File: src/rtl/seq_divider.sv
// seq_divider: multi-cycle unsigned restoring divider.
// One quotient bit per cycle; out = {remainder, quotient}.
module seq_divider #(
  parameter int width = 6
) (
  input  logic               clk,
  input  logic               rst_n,
  input  logic               start,
  input  logic [width-1:0]   a,
  input  logic [width-1:0]   b,
  output logic [2*width-1:0] out,
  output logic               busy,
  output logic               done,
  output logic               err
);

  localparam int CW = $clog2(width + 1);

  typedef enum logic [1:0] {
    S_IDLE,
    S_RUN,
    S_DONE
  } state_e;

  state_e             state_q, state_d;
  logic [width:0]     rem_q, rem_d;
  logic [width-1:0]   quo_q, quo_d;
  logic [width-1:0]   div_q, div_d;
  logic [CW-1:0]      cnt_q, cnt_d;
  logic [2*width-1:0] out_q, out_d;
  logic               err_q, err_d;

  logic [width+1:0]   shift_w;
  logic [width+1:0]   diff_w;
  logic               ge_w;
  logic [width:0]     rem_n;
  logic [width-1:0]   quo_n;
  logic               b_zero;
  logic               last;

  assign b_zero = (b == '0);
  assign last   = (cnt_q == CW'(1));

  // State register.
  always_ff @(posedge clk) begin
    if (!rst_n) begin
      state_q <= S_IDLE;
    end else begin
      state_q <= state_d;
    end
  end

  // Next-state logic.
  always_comb begin
    state_d = state_q;
    unique case (state_q)
      S_IDLE: begin
        if (start) begin
          state_d = b_zero ? S_DONE : S_RUN;
        end
      end
      S_RUN: begin
        if (last) begin
          state_d = S_DONE;
        end
      end
      S_DONE: state_d = S_IDLE;
      default: state_d = S_IDLE;
    endcase
  end

  // Status outputs decoded from state.
  always_comb begin
    busy = (state_q == S_RUN);
    done = (state_q == S_DONE);
    out  = out_q;
    err  = err_q;
  end

  // One restoring step: shift in next dividend bit, trial-subtract.
  // The partial remainder is always below the divisor, so the top
  // bit of the widened difference is a reliable borrow indicator.
  always_comb begin
    shift_w = {rem_q, quo_q[width-1]};
    diff_w  = shift_w - {2'b00, div_q};
    ge_w    = ~diff_w[width+1];
    rem_n   = ge_w ? diff_w[width:0] : shift_w[width:0];
    quo_n   = {quo_q[width-2:0], ge_w};
  end

  // Datapath next-state.
  always_comb begin
    rem_d = rem_q;
    quo_d = quo_q;
    div_d = div_q;
    cnt_d = cnt_q;
    out_d = out_q;
    err_d = err_q;
    unique case (state_q)
      S_IDLE: begin
        if (start && b_zero) begin
          out_d = {a, {width{1'b1}}};
          err_d = 1'b1;
        end else if (start) begin
          rem_d = '0;
          quo_d = a;
          div_d = b;
          cnt_d = CW'(width);
          err_d = 1'b0;
        end
      end
      S_RUN: begin
        rem_d = rem_n;
        quo_d = quo_n;
        cnt_d = cnt_q - CW'(1);
        if (last) begin
          out_d = {rem_n[width-1:0], quo_n};
        end
      end
      default: ;
    endcase
  end

  // Datapath registers.
  always_ff @(posedge clk) begin
    if (!rst_n) begin
      rem_q <= '0;
      quo_q <= '0;
      div_q <= '0;
      cnt_q <= '0;
      out_q <= '0;
      err_q <= 1'b0;
    end else begin
      rem_q <= rem_d;
      quo_q <= quo_d;
      div_q <= div_d;
      cnt_q <= cnt_d;
      out_q <= out_d;
      err_q <= err_d;
    end
  end

endmodule

File: config.mk
export PLATFORM = sky130hd
export DESIGN_NAME = seq_divider
export DESIGN_NICKNAME = d
export VERILOG_FILES = /design/src/rtl/seq_divider.sv
export SDC_FILE = /design/constraint.sdc
export NUM_CORES = 1
export LEC_CHECK = 0
export CORE_MARGIN = 5
export CORE_UTILIZATION = 30
export CTS_CLUSTER_SIZE = 28
export DETAILED_ROUTE_END_ITERATION = 10
export PLACE_DENSITY_LB_ADDON = 0.05
export REMOVE_ABC_BUFFERS = 1
export SLEW_MARGIN = 5
export SYNTH_ARGS = -nofsm -noshare
export SYNTH_HDL_FRONTEND = slang
export SYNTH_SLANG_ARGS = --single-unit
File: constraint.sdc
create_clock -name clk -period 4.86 [get_ports clk]
set_input_delay 0.729 -clock clk [delete_from_list [all_inputs] [get_ports clk]]
set_output_delay 0.729 -clock clk [all_outputs]
set_load 0.01 [all_outputs]
# --- Word level (Yosys, flattened, before mapping) ---
# Cells that the tools add are included.
word_totals:
  elab_cells: 47
  register_bits: 37
classes:
  reduce_logical: 10
  n_addsub: 2
  eq_ne: 7
  muxes: 19
  bitwise: 2
ops:
  columns: ["op", "count"]
  rows:
  - ["$mux W12", 2]
  - ["$pmux W12 S2", 1]
  - ["$mux W7", 3]
  - ["$pmux W7 S2", 1]
  - ["$mux W6", 2]
  - ["$pmux W6 S2", 1]
  - ["$reduce_and A3 Y1", 3]
  - ["$sub A8 B6 Y8", 1]
  - ["$logic_not A6 Y1", 1]
  - ["$mux W2", 3]
  - ["$mux W3", 2]
  - ["$ne A2 B2 Y1 const B", 3]
  - ["$pmux W3 S2", 1]
  - ["$pmux W2 S2", 1]
  - ["$reduce_and A2 Y1", 2]
  - ["$reduce_bool A2 Y1", 2]
  - ["$eq A3 B1 Y1 const B", 1]
  - ["$sub A3 B1 Y3 const B", 1]
  - ["$eq A2 B1 Y1 const B", 1]
  - ["$eq A2 B2 Y1 const B", 1]
  - ["$logic_not A2 Y1", 1]
  - ["$mux W1", 2]
  - ["$ne A2 B1 Y1 const B", 1]
  - ["$not A1 Y1", 2]
  - ["$logic_and A1 B1 Y1", 1]

# --- Depth between registers and ports, before layout ---
depth:
  ltp_word: 4
  ltp_mapped: 9
  mapped_depth_nobuf: 9

# --- Worst setup path before layout ---
# Ideal clock, no wire load.
synth_path:
  path_kind: "flip-flop to flip-flop"
  start: "reg quo_q[5]"
  end: "reg rem_q[6]"
  path_slack_ps: 2838
  stages_incl_launch_ff: 10
  setup_time_ps: 57
  arrival_ps: 1965
  cell_sequence: "dfxtp_1 -> inv_1 -> ha_1 -> inv_1 -> fa_1 -> a211o_1 -> a21o_1 -> a2111oi_0 -> a32o_1 -> or2_1"
synth_between:
  elab_chain_cells: 3
synth_lines:
  columns: ["element", "line", "source"]
  rows:
  - ["start, declared", "27", "logic [width-1:0] quo_q, quo_d;"]
  - ["start signal, assigned", "135", "quo_q <= quo_d;"]
  - ["$sub A8 B6 Y8", "85", "diff_w = shift_w - {2'b00, div_q};"]
  - ["$mux W7", "87", "rem_n = ge_w ? diff_w[width:0] : shift_w[width:0];"]
  - ["$pmux W7 S2", "99", "unique case (state_q)"]
  - ["end signal, assigned", "134", "rem_q <= rem_d;"]
  - ["end, declared", "26", "logic [width:0] rem_q, rem_d;"]
# No other way between the ends.
# A chain may end at the register's enable or synchronous reset.

# --- Final worst setup path ---
layout_path:
  start: "reg state_q[1]"
  end: "out busy"
layout_between:
  elab_chain_cells: 1
layout_lines:
  columns: ["element", "line", "source"]
  rows:
  - ["start, declared", "25", "state_e state_q, state_d;"]
  - ["start signal, assigned", "49", "state_q <= state_d;"]
  - ["$eq A2 B1 Y1", "74", "busy = (state_q == S_RUN);"]
  - ["end, declared", "12", "output logic busy,"]
# No other way between the ends.

==> results.toml <==
[timing]
hold_viol = 0
tns_ns = 0
fmax_mhz = 347
rsz0062_at_grt = "no"
max_slew_margin_pct = 32.4
finalMaxSlewViolations = 0
finalCriticalPeriod_ns = 2.88
finClkSkew_ns = 0.00442
final.period_utilization_pct = 59.2
setup_violations = 0
worst_pin_slew_ns = 1.01

[global_routing]
grt_max_degree = 27
grt_first_pass_wirelength_um = 8680
grt_pass1_vias = 1790
grt-ovfl-total = 0
antenna_found_initial = 0
grt.total_usage_pct = 12.9

[status]
status = "complete, no violations"

[min_path]
min_from = "div_q[4]"
min_path_type = "register to register"

[detailed_routing]
route.detailed.drc = 0
first_pass_iters = 4
wire_per_inst_um = 15.2
drt_first_iter_violations = 47
routed_wl_um = 5260
ant_nets = 0
avgViaCountPerCell = 5.10
vias = 1770

[synthesis]
ys_warn_count = 0
synth_top_area_share_pct = 37.5
synthAdderAreaFrac_pct = 6.09
synth.mux.area_fraction_pct = 2.60
netlist_instances = 244
synth_top_family_by_area = "compound AO/OA/AOI/OAI gates"
seq_area_frac_synth_pct = 37.5
syn-cell-area_um2 = 1970
netlist-cell-type-count = 51
synthSimpleGateAreaFrac_pct = 22.4
synth-edff-count = 0
synth_ff_type = "dfxtp_1"
synthXorXnorAreaFrac_pct = 1.33
synth_area_per_cell_um2 = 8.09
synthArstFlopShare_pct = 0
synth-compound-area-share_pct = 24.5
ys_ff_latch = 37
synth_area_leader_cell = "dfxtp_1"
synth_area_leaders = "dfxtp_1 38%, nand2_1 7.8%, ha_1 5.1%"

[placement]
hpwlAfterDp_um = 3730
io_buffers = 29
gp_congestion = 0.732

[clock_network]
cts_root_buffer = "clkbuf_8"
clk_latency_ns = 0.29
cts.clk_slew.worst_paths_ns = 0.07
post-cts-setup-buffer-count = 0
htreeDepth = 2
postCtsHoldBufs = 0
cts_tree = "yes"
cts_buffers = 5
cts.sink_count = 37
cts_buffer_depth = 2
postCtsResizedCells = 0

[critical_path]
cp-startpoint = "state_q[1]"
critPathMaxStageDelay_ns = 0.62
cp.arrival_ns = 2.15
cp-end-kind = "output port"
critPathRequiredTime_ns = 4.13
r2r_start = "rem_q[3]"
cp_max_fo = 18
path_cells = "nand2b_1, inv_2, clkdlybuf4s50_1"
crit_slowest_cell = "clkdlybuf4s50_1"
criticalPathCategory = "register to output port"
startpoint_type = "register"
crit_family = "buffers and inverters"
crit_buf_inv = 2

[floorplanning]
die_x_um = 91.1
num_rows = 29
start_util_pct = 30.9
io_pins = 30
die_y_um = 91.1
dieArea_um2 = 8300
core-area_um2 = 6390

[flow_run]
max-cap-violations = 0

[layout]
antenna_cells = 0
drive_gt1_share_pct = 5.93
area_delta_synth_final_pct = 21.7
nets = 294
postLayoutCoreUtil_pct = 37.6

[power]
ir_drop_mv = 0.194
powerDensity_nw_per_um2 = 333
leakage_nw = 0.877
==> worst min-delay path: stages, from the launching register on <==
cell     delay [ns]
dfxtp_1        0.31
nand2_1        0.05
a21oi_1        0.05
==> where the power goes <==
part	leakage [nW]	switching [mW]	internal (mW)
Sequential	0.303	0.0196	0.325
Clock	0.0443	0.108	0.113
Combinational	0.530	0.136	0.0995
Total	0.877	0.263	0.537
==> synthesized netlist by cell type (2+ instances only) <==
master     number
o2bb2ai_1       5
a21oi_1         9
a31oi_1         3
ha_1            8
mux2i_1         4
o21a_1          2
o211ai_1        2
inv_2           2
nand3_1         8
nor3_1         11
a21o_1          2
inv_1          13
buf_2           3
nand2b_1        3
a211oi_1        3
clkbuf_1        6
nand4_1         2
nor2_1         26
xor2_1          2
nand2_1        41
a2bb2oi_1       2
o21ai_1         4
a311oi_1        5
o21ai_0        14
dfxtp_1        37
a22oi_1         2
==> layout by cell type (no fill, tap or decap), types with 2 or more instances in the layout <==
cell type,synthesis,final
o2bb2ai_1,5,5
clkdlybuf4s50_1,0,29
a2bb2oi_1,2,2
nor2_1,26,26
a21o_1,2,2
dfxtp_1,37,37
a311oi_1,5,5
xor2_1,2,2
mux2i_1,4,4
o21ai_1,4,4
ha_1,8,8
clkbuf_8,0,6
nand2b_1,3,3
nand2_1,41,41
a21oi_1,9,9
inv_1,13,13
inv_2,2,2
o211ai_1,2,2
a31oi_1,3,3
nand4_1,2,2
nor3_1,11,11
nand3_1,8,8
a22oi_1,2,2
a211oi_1,3,3
o21ai_0,14,14
o21a_1,2,2
==> routing by layer <==
layer	wire length, um	vias to the layer above	GRT usage, %
met5	0	-	0
met4	63	0	3.67
met3	175	6	3.39
met1	2630	815	17.1
li1	-	922	-
met2	2390	27	20.9
==> logic make-up after synthesis <==
logic type | count (synthesis)
compound gates | 66
fa+ha+maj | 9
flops | 37
mux | 5
simple gates | 98
buf+inv | 26
xor+xnor | 3
==> through the flow <==
| stage | setup WS, ns | instances | hold slack, ns | area [um^2] | total power, mW |
|---|---|---|---|---|---|
| 5_1_grt | 1.79 | 347 | 0.478 | 2400 | 0.855 |
| 6_report | 1.98 | 347 | 0.460 | 2400 | 0.801 |
| 4_1_cts | 1.95 | 347 | 0.463 | 2400 | 0.814 |
| 3_5_place_dp | 1.64 | 340 | 0.452 | 2310 | 0.588 |
| 3_3_place_gp | 1.64 | 340 | 0.448 | 2310 | 0.590 |
| 2_1_floorplan | 2.55 | 233 | 0.436 | 1920 | 0.515 |
==> path summary, 6_finish.rpt <==
check             endpoint  cells past startpoint  slack, ns
setup / recovery      busy                      3       1.98
hold / removal    div_q[4]                      2       0.46
setup reg to reg    out[8]                      6       2.35
hold reg to reg   div_q[4]                      2       0.46
==> state kept, by name, summed over array words and instances, names as in the netlist <==
register,flops
err,1
quo_q,6
state_q,2
rem_q,7
out,12
div_q,6
cnt_q,3
==> cell type report <==
| cell class | count | area, um^2 |
|---|---|---|
| clock buffer | 7 | 86.3 |
| inverter | 15 | 56.3 |
| tap | 77 | 96.3 |
| sequential | 37 | 741 |
| fill | 695 | 3990 |
| multi-input combinational | 181 | 1120 |
| timing repair buffer | 30 | 298 |
Note: power is estimated with default switching activity, not from simulation.
